[src/rtl/crtc_pkg.sv]
// crtc_pkg: CRTC register indices, bus addresses and vertical sequencer states
package crtc_pkg;
  localparam int REG_R0 = 0, REG_R1 = 1, REG_R2 = 2, REG_R3 = 3, REG_R4 = 4, REG_R5 = 5;
  localparam int REG_R6 = 6, REG_R7 = 7, REG_R8 = 8, REG_R9 = 9, REG_R10 = 10, REG_R11 = 11;
  localparam int REG_R12 = 12, REG_R13 = 13, REG_R14 = 14, REG_R15 = 15, REG_R16 = 16, REG_R17 = 17;
  localparam logic [15:0] CPU_ADDR_SEL = 16'hE880;
  localparam logic [15:0] CPU_ADDR_DATA = 16'hE881;
  localparam logic [15:0] PI_READ_BASE = 16'hE8F0;
  typedef enum logic [1:0] {ROWS, ADJUST, FRAME_END} vstate_t;
endpackage

[src/rtl/crtc_sync_gen.sv]
// crtc_sync_gen: sync pulse from a start compare and a width down-counter where width 0 means 16
module crtc_sync_gen (
  input  logic       clk,
  input  logic       rst,
  input  logic       en,
  input  logic       start,
  input  logic       tick,
  input  logic [3:0] width,
  output logic       active
);
  logic [4:0] rem;
  assign active = start || rem != 5'd0;
  always_ff @(posedge clk)
    if (rst) rem <= '0;
    else if (en) rem <= (start ? {width == 4'd0, width} : rem) - {4'd0, tick && active};
endmodule

[src/rtl/crtc_timing.sv]
// crtc_timing: CRTC raster sequencer producing sync, display enable and video addresses
module crtc_timing
  import crtc_pkg::*;
#(
  parameter int MA_WIDTH = 14,
  parameter int RA_WIDTH = 5
) (
  input  logic                clk,
  input  logic                reset,
  input  logic                char_en,
  input  logic [7:0]          r0_h_total,
  input  logic [7:0]          r1_h_displayed,
  input  logic [7:0]          r2_h_sync_pos,
  input  logic [7:0]          r3_sync_width,
  input  logic [6:0]          r4_v_total,
  input  logic [RA_WIDTH-1:0] r5_v_adjust,
  input  logic [6:0]          r6_v_displayed,
  input  logic [6:0]          r7_v_sync_pos,
  input  logic [RA_WIDTH-1:0] r9_max_scan,
  input  logic [13:0]         r12_r13_start,
  output logic                h_sync,
  output logic                v_sync,
  output logic                de,
  output logic [MA_WIDTH-1:0] ma,
  output logic [RA_WIDTH-1:0] ra,
  output logic                frame_start
);
  logic [7:0] h_count;
  logic [6:0] row;
  logic [RA_WIDTH-1:0] ra_count, adj_count;
  logic [MA_WIDTH-1:0] ma_row, base;
  vstate_t state;
  logic first, fs, in_adj, line_end, row_end, h_active, hs_now, vs_now;
  assign fs = first || state == FRAME_END;
  assign in_adj = !fs && state == ADJUST;
  assign base = fs ? MA_WIDTH'(r12_r13_start) : ma_row;
  assign line_end = h_count == r0_h_total;
  assign row_end = ra_count == r9_max_scan;
  assign h_active = h_count < r1_h_displayed;
  crtc_sync_gen h_gen (
    .clk, .rst(reset), .en(char_en), .start(h_count == r2_h_sync_pos), .tick(1'b1),
    .width(r3_sync_width[3:0]), .active(hs_now)
  );
  crtc_sync_gen v_gen (
    .clk, .rst(reset), .en(char_en),
    .start(!in_adj && row == r7_v_sync_pos && ra_count == '0 && h_count == '0),
    .tick(line_end), .width(r3_sync_width[7:4]), .active(vs_now)
  );
  always_ff @(posedge clk) begin
    if (reset) begin
      h_count <= '0;
      row <= '0;
      ra_count <= '0;
      adj_count <= '0;
      ma_row <= '0;
      state <= ROWS;
      first <= 1'b1;
      h_sync <= 1'b0;
      v_sync <= 1'b0;
      de <= 1'b0;
      ma <= '0;
      ra <= '0;
      frame_start <= 1'b0;
    end else if (char_en) begin
      h_sync <= hs_now;
      v_sync <= vs_now;
      de <= h_active && row < r6_v_displayed && !in_adj;
      ma <= h_active ? base + MA_WIDTH'(h_count) : ma;
      ra <= ra_count;
      frame_start <= fs;
      first <= 1'b0;
      h_count <= line_end ? 8'd0 : h_count + 8'd1;
      ma_row <= base + ((line_end && row_end && !in_adj) ? MA_WIDTH'(r1_h_displayed) : '0);
      if (fs) state <= ROWS;
      if (line_end && !in_adj) begin
        ra_count <= row_end ? '0 : ra_count + RA_WIDTH'(1);
        if (row_end) row <= row == r4_v_total ? 7'd0 : row + 7'd1;
        if (row_end && row == r4_v_total) state <= r5_v_adjust != '0 ? ADJUST : FRAME_END;
      end else if (line_end) begin
        ra_count <= ra_count + RA_WIDTH'(1);
        adj_count <= adj_count + RA_WIDTH'(1);
        if (adj_count == r5_v_adjust - RA_WIDTH'(1)) begin
          state <= FRAME_END;
          ra_count <= '0;
          adj_count <= '0;
        end
      end
    end
  end
endmodule
[config.mk]
export PLATFORM = sky130hd
export DESIGN_NAME = crtc_timing
export DESIGN_NICKNAME = d
export VERILOG_FILES = /design/src/rtl/crtc_pkg.sv /design/src/rtl/crtc_sync_gen.sv /design/src/rtl/crtc_timing.sv
export SDC_FILE = /design/constraint.sdc
export NUM_CORES = 1
export LEC_CHECK = 0
export ABC_AREA = 1
export ABC_CLOCK_PERIOD_IN_PS = 2600
export BUFFER_PORTS_ARGS = -buffer_cell sky130_fd_sc_hd__buf_2
export CAP_MARGIN = 30
export CORE_ASPECT_RATIO = 1.1
export CORE_UTILIZATION = 35
export DETAILED_ROUTE_END_ITERATION = 8
export GPL_TIMING_DRIVEN = 0
export PLACE_DENSITY = 0.6
export SKIP_CTS_REPAIR_TIMING = 1
export SYNTH_ARGS = -nofsm -noshare
export SYNTH_HDL_FRONTEND = slang
export SYNTH_HIERARCHICAL = 1
export SYNTH_SLANG_ARGS = --single-unit
[constraint.sdc]
create_clock -name clk -period 2.6 [get_ports clk]
set_input_delay 0.13 -clock clk [delete_from_list [all_inputs] [get_ports clk]]
set_output_delay 0.13 -clock clk [all_outputs]
set_load 0.05 [all_outputs]
After elaboration in Yosys (flattened, before gate mapping)
Cells that the tools add are included.
{"block": "totals", "register_bits": 75, "inputBits": 80, "out_inout_bits": 23, "elab_cells": 80}
{"block": "op_classes", "add_sub_neg": 9, "magnitude_cmp": 2, "eq_ne": 8, "n_mux": 17, "bitwise": 1, "n_reduce_logical": 28}
{"op": "5-bit 2-to-1 mux", "n": 7}
{"op": "14-bit by 8-bit adder with 14-bit output", "n": 2}
{"op": "8-bit == test", "n": 2}
{"op": "8-bit 2-to-1 mux", "n": 2}
{"op": "5-bit nonzero test", "n": 3}
{"op": "7-bit == test", "n": 2}
{"op": "14-bit 2-to-1 mux", "n": 1}
{"op": "2-bit 2-to-1 mux", "n": 6}
{"op": "1-bit logical AND", "n": 11}
{"op": "5-bit by 1-bit adder with 5-bit output (second input constant)", "n": 2}
{"op": "5-bit == test", "n": 2}
{"op": "5-bit by 1-bit subtractor with 5-bit output", "n": 2}
{"op": "8-bit by 1-bit adder with 8-bit output (second input constant)", "n": 1}
{"op": "4-bit zero test", "n": 2}
{"op": "8-bit zero test", "n": 1}
{"op": "8-bit < comparator", "n": 1}
{"op": "7-bit by 1-bit adder with 7-bit output (second input constant)", "n": 1}
{"op": "7-bit < comparator", "n": 1}
{"op": "7-bit 2-to-1 mux", "n": 1}
{"op": "3-bit AND reduction", "n": 2}
{"op": "5-bit zero test", "n": 1}
{"op": "5-bit by 1-bit subtractor with 5-bit output (second input constant)", "n": 1}
{"op": "2-bit AND reduction", "n": 2}
{"op": "1-bit logical OR", "n": 3}
{"op": "5 further kinds", "n": 6}

Depth between registers and ports, before layout
{"block": "depth", "word_depth": 11, "depth_mapped": 22, "mapped_depth_nobuf": 22}

Cells and area by module
The synthesis kept the hierarchy.
{"mod": "crtc_timing", "n_inst": 1, "cells_per_inst": 774, "area_per_inst_um2": 4982.3, "seq_area_each_um2": 1301.2}
{"mod": "crtc_sync_gen", "n_inst": 2, "cells_per_inst": 60, "area_per_inst_um2": 411.6, "seq_area_each_um2": 100.1}

Worst setup path before layout
Ideal clock, no wire load.
{"block": "synth_timing", "kind": "register -> register", "from": "reg h_count[1]", "to": "reg ma_row[12]", "setup_ps": 109, "t_arrival_ps": 2630, "t_required_ps": 2491, "setup_slack_ps": -139, "stages_incl_launch_ff": 22, "n_path_buf": 0, "synth_period_minus_slack_ps": 2739, "cell_sequence": "dfxtp_1 > inv_1 > nand2_1 > nand2_1 > inv_1 > nand2_1 > nor2_1 > nand2_1 > nor2_4 > nand2_2 > nor2_1 > ha_1 > inv_1 > fa_1 > o21ai_0 > nand2_1 > nand2_1 > nand2_1 > nand2_1 > nand3_1 > nand2_1 > inv_1"}
{"block": "synth_between", "elab_chain_len": 5}
{"element": "start, declared", "line": "crtc_timing.sv:28", "source": "logic [7:0] h_count;"}
{"element": "start signal, assigned", "line": "crtc_timing.sv:72", "source": "h_count <= line_end ? 8'd0 : h_count + 8'd1;"}
{"element": "8-bit == test", "line": "crtc_timing.sv:37", "source": "assign line_end = h_count == r0_h_total;"}
{"element": "1-bit logical AND (2 in series)", "line": "crtc_timing.sv:73", "source": "ma_row <= base + ((line_end && row_end && !in_adj) ? MA_WIDTH'(r1_h_displayed) : '0);"}
{"element": "8-bit 2-to-1 mux", "line": "crtc_timing.sv:73"}
{"element": "14-bit by 8-bit adder with 14-bit output", "line": "crtc_timing.sv:73"}
{"element": "end signal, assigned", "line": "crtc_timing.sv:73"}
{"element": "end, declared", "line": "crtc_timing.sv:31", "source": "logic [MA_WIDTH-1:0] ma_row, base;"}
No other way between the ends.
A chain may end at the register's enable or synchronous reset.

Worst setup path in the final report
{"block": "layout_timing", "from": "reg h_count[4]", "to": "reg ma_row[6]"}
The elaborated chain is that of the path after synthesis.

==> results.cfg <==
[cts]
cts_sinks = 75
tritoncts = done
cts.path.max_buffers = 2
clock-root-buffer = sky130_fd_sc_hd__clkbuf_16
later_pin_clock_latency_in_the_skew_report_ns = 0.34
tritoncts.num_buffers = 9
clk_pin_slew_ns = 0.06
h_tree_levels = 3

[power]
sw_frac_of_total_pct = 31.0
irDropWorstVdd_uv = 319
p_int_mw = 2.22
power_frac_seq_pct = 38.6
share_clk_of_total_power_pct = 37.4
powerDensity_nw_per_um2 = 423
power_frac_comb_pct = 24.0
static-leakage-power_nw = 3.81
net-switching-power_uw = 997

[placement]
dp_worst_setup_slack_ns = -0.716
postPlaceCellArea_um2 = 6570
gp_congestion = 0.837
placed_cells_incl_taps = 1200
io_buffers = 102
post-dp-hpwl_um = 12100

[sta]
final_period_minus_worst_setup_slack_ns = 2.65
achievable-frequency_mhz = 378
report.final.setup_viol = 2
period_utilisation_layout_pct = 102
tightest_slew_ns = 0.601
grt_setup_unrepaired = yes
timing_hold_violations_final = 0
fin_skew_ns = 0.00634
maxSlewHeadroom_pct = 59.9
drv_slew = 0
layout_setup_ws_ns = -0.0473

[final_layout]
synthToLayoutAreaGrowth_pct = 31.0
stdcell_area_um2 = 7610
final_common_cell = sky130_fd_sc_hd__nand2_1
mostFrequentLayoutCells = sky130_fd_sc_hd__nand2_1, sky130_fd_sc_hd__inv_1, sky130_fd_sc_hd__buf_2, sky130_fd_sc_hd__nor2_1, sky130_fd_sc_hd__dfxtp_1
non_filler_instance_count_after_layout = 1257
drive_above_1_share_pct = 29.4
number_of_fillers_in_the_final_layout = 1705
design.final.nets = 1171

[detailed_routing]
post_drt_wl_per_cell_um = 13.1
final_routed_wirelength_across_all_metal_layers_um = 16400
first_pass_iters = 7
detailed_router_s_first_iteration_violation_count = 289
detail-route-antenna-nets = 0
remaining_drc_errors = 14
route.vias.total = 5990
vias_per_cell = 4.77

[floorplanning]
fp.dieArea_um2 = 17100
pin_count = 103
floorplan.rows = 49
placeableCoreArea_um2 = 16300
floorplan.initialDensity_pct = 35.6
die_x_um = 125
chipHeight_um = 137

[synth]
post_synth_instance_area_um2 = 5810
synth_fp_nets = 1017
post_synth_inst_count = 894
sequential_element_share_of_the_synthesized_area_pct = 25.9
synth_ff_type = sky130_fd_sc_hd__dfxtp_1
avgSynthCellArea_um2 = 6.49
synth_async_sr_flop_share_pct = 0
synth-edff-count = 0
yosys.cell_types.count = 51
ys_ff_latch = 75
yosysWarningCount = 6

[grt]
grt_util_all_layers_pct = 18.6
first_global_vias = 5215
grt_antenna_before_repair = 1
overflow = 0
maximum_number_of_pins_on_one_net_before_global_route_repair = 18
grt_first_pass_wirelength_um = 25100

[run_status]
violations = design-rule violations, negative setup slack
status = complete, but fails checks

[worst_setup_path]
worstPathRequired_ns = 2.88
reg2regPathDepth = 22
crit_path_max_fanout = 4
endpoint_kind = register
arrival_time_reported_for_the_critical_path_endpoint_ns = 2.93
critical_path.startpoint_type = register
critPathKind = register to register

[worst_hold_path]
worstHoldPathType = input pin to register
worstHoldPathCells = 2

[flow_run]
cap_viol_max_count = 0
synth_stat cells (3+ instances only):
library cell | count | area, um^2
sky130_fd_sc_hd__nand4_1 | 11 | 68.8
sky130_fd_sc_hd__nor3_1 | 6 | 30.0
sky130_fd_sc_hd__dfxtp_1 | 75 | 1500
sky130_fd_sc_hd__inv_2 | 7 | 26.3
sky130_fd_sc_hd__inv_1 | 122 | 458
sky130_fd_sc_hd__nor2_1 | 100 | 375
sky130_fd_sc_hd__o21ai_1 | 7 | 35.0
sky130_fd_sc_hd__nand2_1 | 227 | 852
sky130_fd_sc_hd__buf_2 | 4 | 20.0
sky130_fd_sc_hd__xor2_1 | 19 | 166
sky130_fd_sc_hd__nand3_1 | 43 | 215
sky130_fd_sc_hd__o22ai_1 | 5 | 31.3
sky130_fd_sc_hd__ha_1 | 41 | 513
sky130_fd_sc_hd__o21ai_0 | 48 | 240
sky130_fd_sc_hd__nor2_2 | 3 | 18.8
sky130_fd_sc_hd__buf_6 | 3 | 33.8
sky130_fd_sc_hd__nand2_2 | 17 | 106
sky130_fd_sc_hd__clkbuf_1 | 12 | 45.0
sky130_fd_sc_hd__xnor2_1 | 23 | 201
sky130_fd_sc_hd__mux2i_1 | 3 | 30.0
sky130_fd_sc_hd__and2_1 | 3 | 18.8
sky130_fd_sc_hd__a21oi_1 | 63 | 315
sky130_fd_sc_hd__nand3_2 | 4 | 40.0
flip-flops by register name (all words and copies together), names as in the netlist, 2 cells and up:
| signal | flops |
|---|---|
| v_gen/rem | 5 |
| ra | 5 |
| ma | 14 |
| row | 7 |
| h_gen/rem | 5 |
| ra_count | 5 |
| state | 2 |
| adj_count | 5 |
| h_count | 8 |
| ma_row | 14 |
power groups by stage:
stage | registers [mW] | logic [mW] | clock network, mW
after floorplan | 1.37 | 0.386 | 0
after global placement | 1.28 | 0.679 | 0
after detailed placement | 1.28 | 0.682 | 0
after CTS | 1.25 | 0.685 | 1.23
after global routing | 1.25 | 0.857 | 1.27
final | 1.24 | 0.771 | 1.20
kinds of logic (layout without fill, tap and decap cells):
| group | count (synthesis) | after routing | share of synthesized area [%] |
|---|---|---|---|
| fa+ha+maj | 43 | 43 | 9.53 |
| other cells | 1 | 2 | 0.0646 |
| buf+inv | 158 | 315 | 11.6 |
| compound gates | 143 | 143 | 13.6 |
| mux | 3 | 3 | 0.517 |
| simple gates | 429 | 430 | 32.5 |
| xor+xnor | 42 | 42 | 6.34 |
| flops | 75 | 75 | 25.9 |
per-stage QoR:
step | total power, mW | hold slack, ns | util (%) | setup TNS [ns]
global route | 3.38 | 0.199 | 46.6 | -0.860
global placement | 1.95 | 0.452 | 40.3 | -5.83
floorplan | 1.75 | 0.219 | - | 0
detailed placement | 1.96 | 0.458 | 40.3 | -5.92
CTS | 3.16 | 0.166 | 42.0 | -6.20
finish | 3.22 | 0.168 | 46.6 | -0.0861
critical path: stages, from the launching register on:
cell and delay, ns:
sky130_fd_sc_hd__dfxtp_4 0.37, sky130_fd_sc_hd__inv_4 0.04, sky130_fd_sc_hd__nand2_2 0.05, sky130_fd_sc_hd__nand2_2 0.05
sky130_fd_sc_hd__inv_2 0.05, sky130_fd_sc_hd__nand2_2 0.05, sky130_fd_sc_hd__nor2_1 0.11, sky130_fd_sc_hd__nand2_2 0.10
sky130_fd_sc_hd__nor2_4 0.16, sky130_fd_sc_hd__nand2_4 0.10, sky130_fd_sc_hd__nor2_4 0.13, sky130_fd_sc_hd__ha_2 0.19
sky130_fd_sc_hd__inv_2 0.04, sky130_fd_sc_hd__fa_2 0.42, sky130_fd_sc_hd__o21ai_4 0.18, sky130_fd_sc_hd__nand2_1 0.07
sky130_fd_sc_hd__nand2_1 0.08, sky130_fd_sc_hd__nand2_2 0.06, sky130_fd_sc_hd__nand2_1 0.06, sky130_fd_sc_hd__nand2_1 0.07
sky130_fd_sc_hd__nand3_2 0.06, sky130_fd_sc_hd__o211ai_1 0.09, sky130_fd_sc_hd__inv_1 0.07
routing by layer:
metal	routed length, um	up-vias	track usage (%)
met5	0	-	0
met4	311	0	6.04
li1	-	3156	-
met1	7480	2704	23.5
met3	664	25	3.44
met2	7990	105	32.0
final timing paths:
check / startpoint / endpoint / slack (ns)
worst max-delay path: h_count[4] / ma_row[6] / -0.05
worst min-delay path: char_en / v_gen/rem[1] / 0.17
worst max register to register: h_count[4] / ma_row[6] / -0.05
worst min register to register: de / de / 0.47
final cells by class:
cell class | instances | area, um^2 | share of cell area (%)
antenna | 1 | 2.50 | 0.0329
buffer | 20 | 121 | 1.60
clock buffer | 14 | 274 | 3.60
clock inverter | 1 | 7.51 | 0.0987
inverter | 137 | 574 | 7.55
multi-input combinational | 662 | 4000 | 52.6
sequential | 75 | 1540 | 20.2
tap | 204 | 255 | 3.36
timing repair buffer | 143 | 835 | 11.0
(Power assumes the default switching activity.)
